[src/rtl/eth_tx_arbiter.sv]
// Round-robin, packet-atomic arbiter sharing one Ethernet II TX path (header + 32-bit payload)
// among N requesters; the winner's header then its whole payload up to tlast is forwarded.
module eth_tx_arbiter #(
  parameter int unsigned N = 2,
  localparam int unsigned IDX_W = (N > 1) ? $clog2(N) : 1
) (
  input  logic               clk,
  input  logic               reset,
  input  logic [N*48-1:0]    s_dest,
  input  logic [N*48-1:0]    s_src,
  input  logic [N*16-1:0]    s_ttype,
  input  logic [N-1:0]       s_hvld,
  output logic [N-1:0]       s_hrdy,
  input  logic [N*32-1:0]    s_tdata,
  input  logic [N*4-1:0]     s_tkeep,
  input  logic [N-1:0]       s_tlast,
  input  logic [N-1:0]       s_tvalid,
  output logic [N-1:0]       s_tready,
  output logic [47:0]        m_dest,
  output logic [47:0]        m_src,
  output logic [15:0]        m_ttype,
  output logic               m_vld,
  input  logic               m_rdy,
  output logic [31:0]        m_tdata,
  output logic [3:0]         m_tkeep,
  output logic               m_tlast,
  output logic               m_tvalid,
  input  logic               m_tready,
  output logic [IDX_W-1:0]   grant_idx,
  output logic               busy,
  output logic [31:0]        pkt_count
);

  localparam int unsigned MAC_W  = 48;
  localparam int unsigned TT_W   = 16;
  localparam int unsigned DATA_W = 32;
  localparam int unsigned KEEP_W = 4;
  localparam int unsigned CNT_W  = 32;

  typedef enum logic [1:0] {
    IDLE = 2'd0,
    HDR  = 2'd1,
    DATA = 2'd2
  } state_t;

  state_t             state, state_nxt;
  logic [IDX_W-1:0]   last_grant, last_nxt, grant_nxt;
  logic [IDX_W-1:0]   rr_pick, rr_cand;
  logic               rr_found;
  logic [CNT_W-1:0]   cnt_nxt;

  // First requesting port scanning upward from the port after the last winner.
  always_comb begin
    rr_pick  = '0;
    rr_cand  = '0;
    rr_found = 1'b0;
    for (int unsigned k = 1; k <= N; k++) begin
      rr_cand = IDX_W'((32'(last_grant) + k) % N);
      if (!rr_found && s_hvld[rr_cand]) begin
        rr_pick  = rr_cand;
        rr_found = 1'b1;
      end
    end
  end

  always_ff @(posedge clk) begin
    if (reset) begin
      state      <= IDLE;
      grant_idx  <= '0;
      last_grant <= IDX_W'(N - 1);
      pkt_count  <= '0;
    end else begin
      state      <= state_nxt;
      grant_idx  <= grant_nxt;
      last_grant <= last_nxt;
      pkt_count  <= cnt_nxt;
    end
  end

  // Next state plus the grant-steered header/payload muxes; idle channels drive zero.
  always_comb begin
    state_nxt = state;
    grant_nxt = grant_idx;
    last_nxt  = last_grant;
    cnt_nxt   = pkt_count;
    m_dest    = '0;
    m_src     = '0;
    m_ttype   = '0;
    m_vld     = 1'b0;
    m_tdata   = '0;
    m_tkeep   = '0;
    m_tlast   = 1'b0;
    m_tvalid  = 1'b0;
    s_hrdy    = '0;
    s_tready  = '0;
    case (state)
      IDLE: begin
        if (rr_found) begin
          grant_nxt = rr_pick;
          state_nxt = HDR;
        end
      end
      HDR: begin
        m_dest            = s_dest[32'(grant_idx) * MAC_W +: MAC_W];
        m_src             = s_src[32'(grant_idx) * MAC_W +: MAC_W];
        m_ttype           = s_ttype[32'(grant_idx) * TT_W +: TT_W];
        m_vld             = s_hvld[grant_idx];
        s_hrdy[grant_idx] = m_rdy;
        if (m_vld && m_rdy) begin
          state_nxt = DATA;
        end
      end
      DATA: begin
        m_tdata             = s_tdata[32'(grant_idx) * DATA_W +: DATA_W];
        m_tkeep             = s_tkeep[32'(grant_idx) * KEEP_W +: KEEP_W];
        m_tlast             = s_tlast[grant_idx];
        m_tvalid            = s_tvalid[grant_idx];
        s_tready[grant_idx] = m_tready;
        if (m_tvalid && m_tready && m_tlast) begin
          cnt_nxt   = pkt_count + CNT_W'(1);
          last_nxt  = grant_idx;
          state_nxt = IDLE;
        end
      end
      default: state_nxt = IDLE;
    endcase
  end

  assign busy = (state != IDLE);

endmodule

[config.mk]
export PLATFORM = sky130hd
export DESIGN_NAME = eth_tx_arbiter
export DESIGN_NICKNAME = d
export VERILOG_FILES = /design/src/rtl/eth_tx_arbiter.sv
export SDC_FILE = /design/constraint.sdc
export NUM_CORES = 1
export LEC_CHECK = 0
export BUFFER_PORTS_ARGS = -buffer_cell sky130_fd_sc_hd__buf_2
export CORE_AREA = 5 5 191 193
export DETAILED_ROUTE_END_ITERATION = 6
export DIE_AREA = 0 0 196 198
export PLACE_DENSITY = 0.39
export SYNTH_ARGS = -nofsm -noshare
export SYNTH_HDL_FRONTEND = slang
export SYNTH_SLANG_ARGS = --single-unit
[constraint.sdc]
create_clock -name clk -period 2.8 [get_ports clk]
set_clock_uncertainty 0.15 [all_clocks]
set_input_delay 0.14 -clock clk [delete_from_list [all_inputs] [get_ports clk]]
set_output_delay 0.14 -clock clk [all_outputs]
set_load 0.03 [all_outputs]
==> results.md, run 1 <==
- Tcrit/Tclk final: 80.6%
- Die area: 38800 um2
- DRC Markers: 0
- Worst R2R Start: pkt_count[4]
- Total CTS buffers: 5
- Syn Area/Cell: 7.44 um2
- Share of cells above drive strength 1: 52.1%
- CTS tree: done
- Min-delay src: s_hvld[1]
- Fill cell count: 3975
- Kind of critical path: reg -> out
- Reg-to-reg slack, setup: 740 ps
- Crit path required time: 2510 ps
- Initial antenna violation count: 9
- Seq cells post-synth: 36
- Later-pin clock latency in the skew report: 280 ps
- RSZ-0062 raised after global routing: false
- Slew headroom: 53.2%
- Clock tree buffer depth: 2
- Drt initial violations: 175
- Area growth, synth to finish: 79.4%
- Detail-routed via count per cell: 3.79
- # port buffers: 494
- Pleak: 0.00364 uW
- EDFF count, synth: 0
- Core region area: 34400 um2
- GRT Util Overall: 12.7%
- MaxCap Viol Count: 0
- Worst slew pin tran: 702 ps
- Die H: 198 um
- Rows: 68
- Nets@finish: 1310
- Hold Vio Cnt, Final: 0
- Pre-antenna DRT Iters: 4
- Vias in the first global route: 5820
- WL/cell: 18.1 um
- Post-Syn Instances: 534
- Die width: 196 um
- Netlist cell types: 39
- First-pass GRT wire length: 37.7 mm
- Critical Path Start Type: register
- Pwr Density: 319 nW/um2
- F_max: 0.443 GHz
- Crit path arrival time: 1970 ps
- Root buf cell: clkbuf_16
- Peak supply drop: 0.303 mV
- Starting Density: 11.6%
- Routed via count: 5538
- Reg clk slew, reported paths: 50 ps
- Seq/Total Area, Yosys: 18.1%
- Max Slew Vio Count: 0
- ANT nets after route: 0
- H-tree depth: 2
- Total Routed Length: 26.5 mm
- Sink Count: 36
- Count of final setup violators: 0
- Status: finished clean
- Async set-reset flop share out of synthesis: 0%
- Minimum clock period after layout: 2260 ps
- CP Launch Point: grant_idx
- Setup_tns: 0 ps
- Warnings from Yosys: 0
- GRT overflow: 0
- Gpl congestion: 0.802
- Top_reg_cell synth: dfxtp_1
- Largest net degree at the start of global routing: 72
- CP max FO: 71
- Synth Net Count: 841
- Fin Hold WS: 22.4 ps
- Hold crit path type: in -> reg
- Detail Placement HPWL: 23.2 mm
- IO Count: 495
- CP endpoint kind: output port
- Synth Cell Area: 3970 um2
-- metal layers --
layer | GRT usage [%] | up-vias | share of wire, %
met1 | 14.9 | 2466 | 40
li1 | - | 2761 | -
met5 | 0 | - | 0.079
met4 | 2.02 | 4 | 1.7
met3 | 3.42 | 30 | 7.8
met2 | 23.5 | 277 | 50
-- power by group --
part	leakage, uW	switching [uW]	internal, uW
combinational	0.00327	726	426
clock	0.0000790	216	383
sequential	0.000291	6.73	515
total	0.00364	949	1320
-- sequential cells by signal, summed over array words and instances, names as in the netlist --
register	cells
grant_idx	1
pkt_count	32
state	2
last_grant	1
-- cell usage in the layout (no fill, tap or decap), types with 2 or more instances in the layout --
cell type / count
nand3_1: 14
o21ai_0: 5
and3_1: 5
buf_4: 4
a21oi_1: 6
nor2_1: 186
mux2i_1: 151
inv_1: 3
nor2b_1: 2
buf_2: 494
buf_12: 4
nand4_4: 2
and2_1: 3
dfxtp_1: 35
nand4_1: 14
nand3_2: 3
clkbuf_16: 6
diode_2: 2
or3_1: 4
xor2_1: 25
nand2_1: 12
a211oi_2: 2
nor3_1: 3
-- cell usage after synthesis, types with 4 or more instances --
| master | count | share of area, % |
|---|---|---|
| a21oi_1 | 6 | 0.76 |
| and3_1 | 5 | 0.79 |
| buf_2 | 17 | 2.1 |
| clkbuf_1 | 19 | 1.8 |
| dfxtp_1 | 36 | 18 |
| mux2i_1 | 151 | 38 |
| nand2_1 | 12 | 1.1 |
| nand3_1 | 14 | 1.8 |
| nand4_1 | 14 | 2.2 |
| nor2_1 | 186 | 18 |
| o21ai_0 | 5 | 0.63 |
| or3_1 | 4 | 0.63 |
| xor2_1 | 25 | 5.5 |
-- cell type report --
type,count,area [um2],area share (%)
multi-input combinational,454,3060,43.0
timing repair buffer,503,2590,36.4
sequential,36,724,10.2
tap,455,569,7.99
clock buffer,7,154,2.16
inverter,3,11.3,0.158
clock inverter,1,5.00,0.0702
antenna,2,5.00,0.0702
-- path summary, 6_finish.rpt --
| check | to | cells past startpoint |
|---|---|---|
| setup / recovery | m_src[31] | 4 |
| hold / removal | grant_idx | 3 |
| setup reg to reg | pkt_count[30] | 5 |
| hold reg to reg | pkt_count[31] | 2 |
-- critical path: stages (launching register included) --
cell	delay (ps)
dfxtp_4	400
buf_12	350
mux2i_1	560
nor2_1	90
buf_2	210
-- repair_timing --
action / in CTS / in global routing
hold buffers: 1 / 0
hold endpoints to repair: 1 / 0
setup buffers: 0 / 0
gates resized for setup: 0 / 0
-- stage by stage --
stage	util, %	instance area (um2)	power (uW)	std cells	setup WS (ps)
global route	20.7	7120	2410	1460	396
finish	20.7	7130	2270	1461	542
floorplan	-	3970	1200	534	678
global placement	20.2	6950	1710	1450	717
CTS	20.7	7120	2320	1459	406
detailed placement	20.2	6950	1710	1450	710
-- cells by family (layout without fill, tap and decap cells) --
group	count (synthesis)	after routing	synth area share, %
flops	36	36	18.1
fa+ha+maj	1	1	0.315
mux	152	152	38.3
other cells	0	2	0
compound gates	17	17	2.80
simple gates	258	258	29.8
xor+xnor	26	26	5.73
buf+inv	44	514	4.91
Note: power is estimated with default switching activity, not from simulation.
==> inputs of run 2 (changes only) <==
- PLACE_DENSITY: 0.39 -> 0.4
- clock period: 2.8 -> 1.8 ns (I/O delays scaled with it)
==> run 2 against run 1 <==
The run now ends with negative setup slack left. Global-route usage is 1.0 points higher. Highest routed layer is now met4. Power rose by 85%. Critical path depth increased by 2. Register-to-register slack lost 770 ps. Wire length up 13%. Critical endpoint is now m_src[9]. Clock-buffer cell count is 1 higher.
==> results.md, run 2 (synthesized netlist as in run 1, its figures left out) <==
- Status: finished, violations left
- Failing checks: negative setup slack
- Worst R2R End: pkt_count[30]
- Core region area: 34400 um2 (unchanged)
- # port buffers: 494 (unchanged)
- GRT Util Overall: 13.7% (+1.0 points)
- Worst slew pin tran: 506 ps (-196 ps)
- Hold EP: state[1]
- IO Count: 495 (unchanged)
- Seq pwr share: 19.0% (-4.0 points)
- Nets@finish: 1379 (+5.3%)
- Critical path buffer and inverter count: 4 (+2)
- Drt initial violations: 203 (+16%)
- Die width: 196 um (unchanged)
- Minimum clock period after layout: 1830 ps
- Rows: 68 (unchanged)
- Reg-to-reg slack, setup: -30 ps (-770 ps)
- MaxCap Viol Count: 0 (unchanged)
- Crit path arrival time: 1590 ps (-380 ps)
- Detail-routed via count per cell: 3.90 (+2.8%)
- Reg clk slew, reported paths: 60 ps (about the same)
- Hold crit path type: in -> reg
- Pwr Density: 472 nW/um2 (+48%)
- Starting Density: 11.6% (unchanged)
- Pre-antenna DRT Iters: 5 (+1)
- Fill cell count: 3837 (-3.5%)
- Total CTS buffers: 5 (unchanged)
- Gpl congestion: 0.840 (+4.7%)
- Comb power frac: 56.6% (+5.9 points)
- CP max FO: 7 (-90%)
- Most frequent cells in the layout: 411 x buf_2, 171 x nor2_1, 108 x buf_4, 107 x mux2i_1, 28 x mux2i_4
- Fin area: 8910 um2 (+25%)
- Clock tree buffer depth: 2 (unchanged)
- GRT overflow: 0 (unchanged)
- Min-delay src: m_tready
- Initial antenna violation count: 14 (+5)
- Sw frac: 39.7% (-2.0 points)
- Later-pin clock latency in the skew report: 280 ps (about the same)
- Crit path top cell by count: buf_4
- Hold Path Depth: 4 (+1)
- WL/cell: 19.5 um (+7.3%)
- Area growth, synth to finish: 124%
- Worst setup margin: -29.7 ps (-572 ps)
- Dpl cells: 1492 (+2.9%)
- Count of final setup violators: 16 (+16)
- Largest reg by FF count: pkt_count
- Die area: 38800 um2 (unchanged)
- Crit path max-delay family: buffers and inverters
- Crit path required time: 1560 ps (-950 ps)
- Sw Pwr: 1670 uW (+76%)
- CTS tree: done
- Tcrit/Tclk final: 102%
- CP max-delay cell: dfxtp_4
- DRC Markers: 0 (unchanged)
- Setup_tns: -213 ps (-213 ps)
- Peak supply drop: 0.278 mV (-8.3%)
- Max Slew Vio Count: 0 (unchanged)
- CP endpoint kind: output port
- Max reg flops: 32 (unchanged)
- Pleak: 0.00427 uW (+17%)
- Slew headroom: 66.3% (+13 points)
- F_max: 0.547 GHz
- Worst slack at placement: -1.96 ps (-712 ps)
- Most common cell after layout, fill and taps aside: buf_2
- Finished Layout Cells: 1534 (+5.0%)
- Hold Vio Cnt, Final: 0 (unchanged)
- First-pass GRT wire length: 39.8 mm (+5.8%)
- Critical path cell sequence: buf_12 > buf_16 > buf_4 > mux2i_4 > nor2_1 > buf_4
- Detail Placement HPWL: 24.2 mm (+4.3%)
- Post-DP Area: 7430 um2 (+6.9%)
- Share of cells above drive strength 1: 63.2% (+11 points)
- Pint: 2540 uW (+91%)
- Root buf cell: clkbuf_16
- RSZ-0062 raised after global routing: true
- Largest net degree at the start of global routing: 40 (-44%)
- Routed via count: 5977 (+7.9%)
- ANT nets after route: 0 (unchanged)
- Clock network power share: 24.4% (-2.0 points)
- CP max stage delay: 390 ps (-170 ps)
- Critical Path Start Type: register
- Sink Count: 36 (unchanged)
- Largest regs: pkt_count: 32 flops, state: 2 flops
- Reg2reg path depth: 6 (+1)
- Vias in the first global route: 5988 (+2.9%)
- Kind of critical path: reg -> out
- Worst R2R Start: grant_idx
- Total Routed Length: 29.9 mm (+13%)
- Die H: 198 um (unchanged)
- H-tree depth: 2 (unchanged)
[run 2: worst max-delay path by stage]
stage | cells after the start | from | end
floorplan | 6 | grant_idx | pkt_count[31]
global placement | 5 | state[0] | pkt_count[25]
detailed placement | 5 | state[0] | pkt_count[29]
CTS | 6 | grant_idx | m_src[22]
global route | 7 | grant_idx | pkt_count[24]
finish | 6 | grant_idx | m_src[9]
[run 2: per-layer routing]
metal	wire length, um	global-route usage, %	up-vias
met4	192	1.66	0
met5	0	0	-
met1	11700	17.1	2760
met2	15200	24.1	268
li1	-	-	2924
met3	2720	4.02	25
[run 2: metrics by stage]
stage	total power [uW]	hold WS [ps]	util, %
final	4200	70.0	25.9
after global routing	4420	80.7	25.9
after global placement	2730	256	21.6
after CTS	4060	80.5	24.3
after detailed placement	2730	255	21.6
after floorplan	1870	91.2	-
[run 2: area by class of cell]
| cell class | count | area, um2 | share of cell area, % |
|---|---|---|---|
| timing repair buffer | 572 | 3810 | 42.8 |
| multi-input combinational | 454 | 3550 | 39.9 |
| sequential | 36 | 767 | 8.61 |
| tap | 455 | 569 | 6.39 |
| clock buffer | 8 | 178 | 1.99 |
| antenna | 6 | 15.0 | 0.169 |
| inverter | 3 | 11.3 | 0.126 |
[run 2: power by group through the flow]
stage,registers (uW),clock network [uW],logic [uW]
after global routing,799,1090,2540
after floorplan,820,0,1050
after detailed placement,818,0,1910
after CTS,798,1050,2210
after global placement,817,0,1910
final,799,1020,2380
[run 2: what timing repair did]
item,CTS,global route
gates cloned,6,8
pin swaps,2,15
setup endpoints to repair,98,137
hold buffers,3,0
endpoints found under the hold margin,2,0
setup buffers,8,8
gates resized for setup,107,143
[run 2: tightest hold or removal path: cells and delay by family]
family          cells  cell delay (ps)
compound gates      2              220
simple gates        1               50
buf+inv             1               90
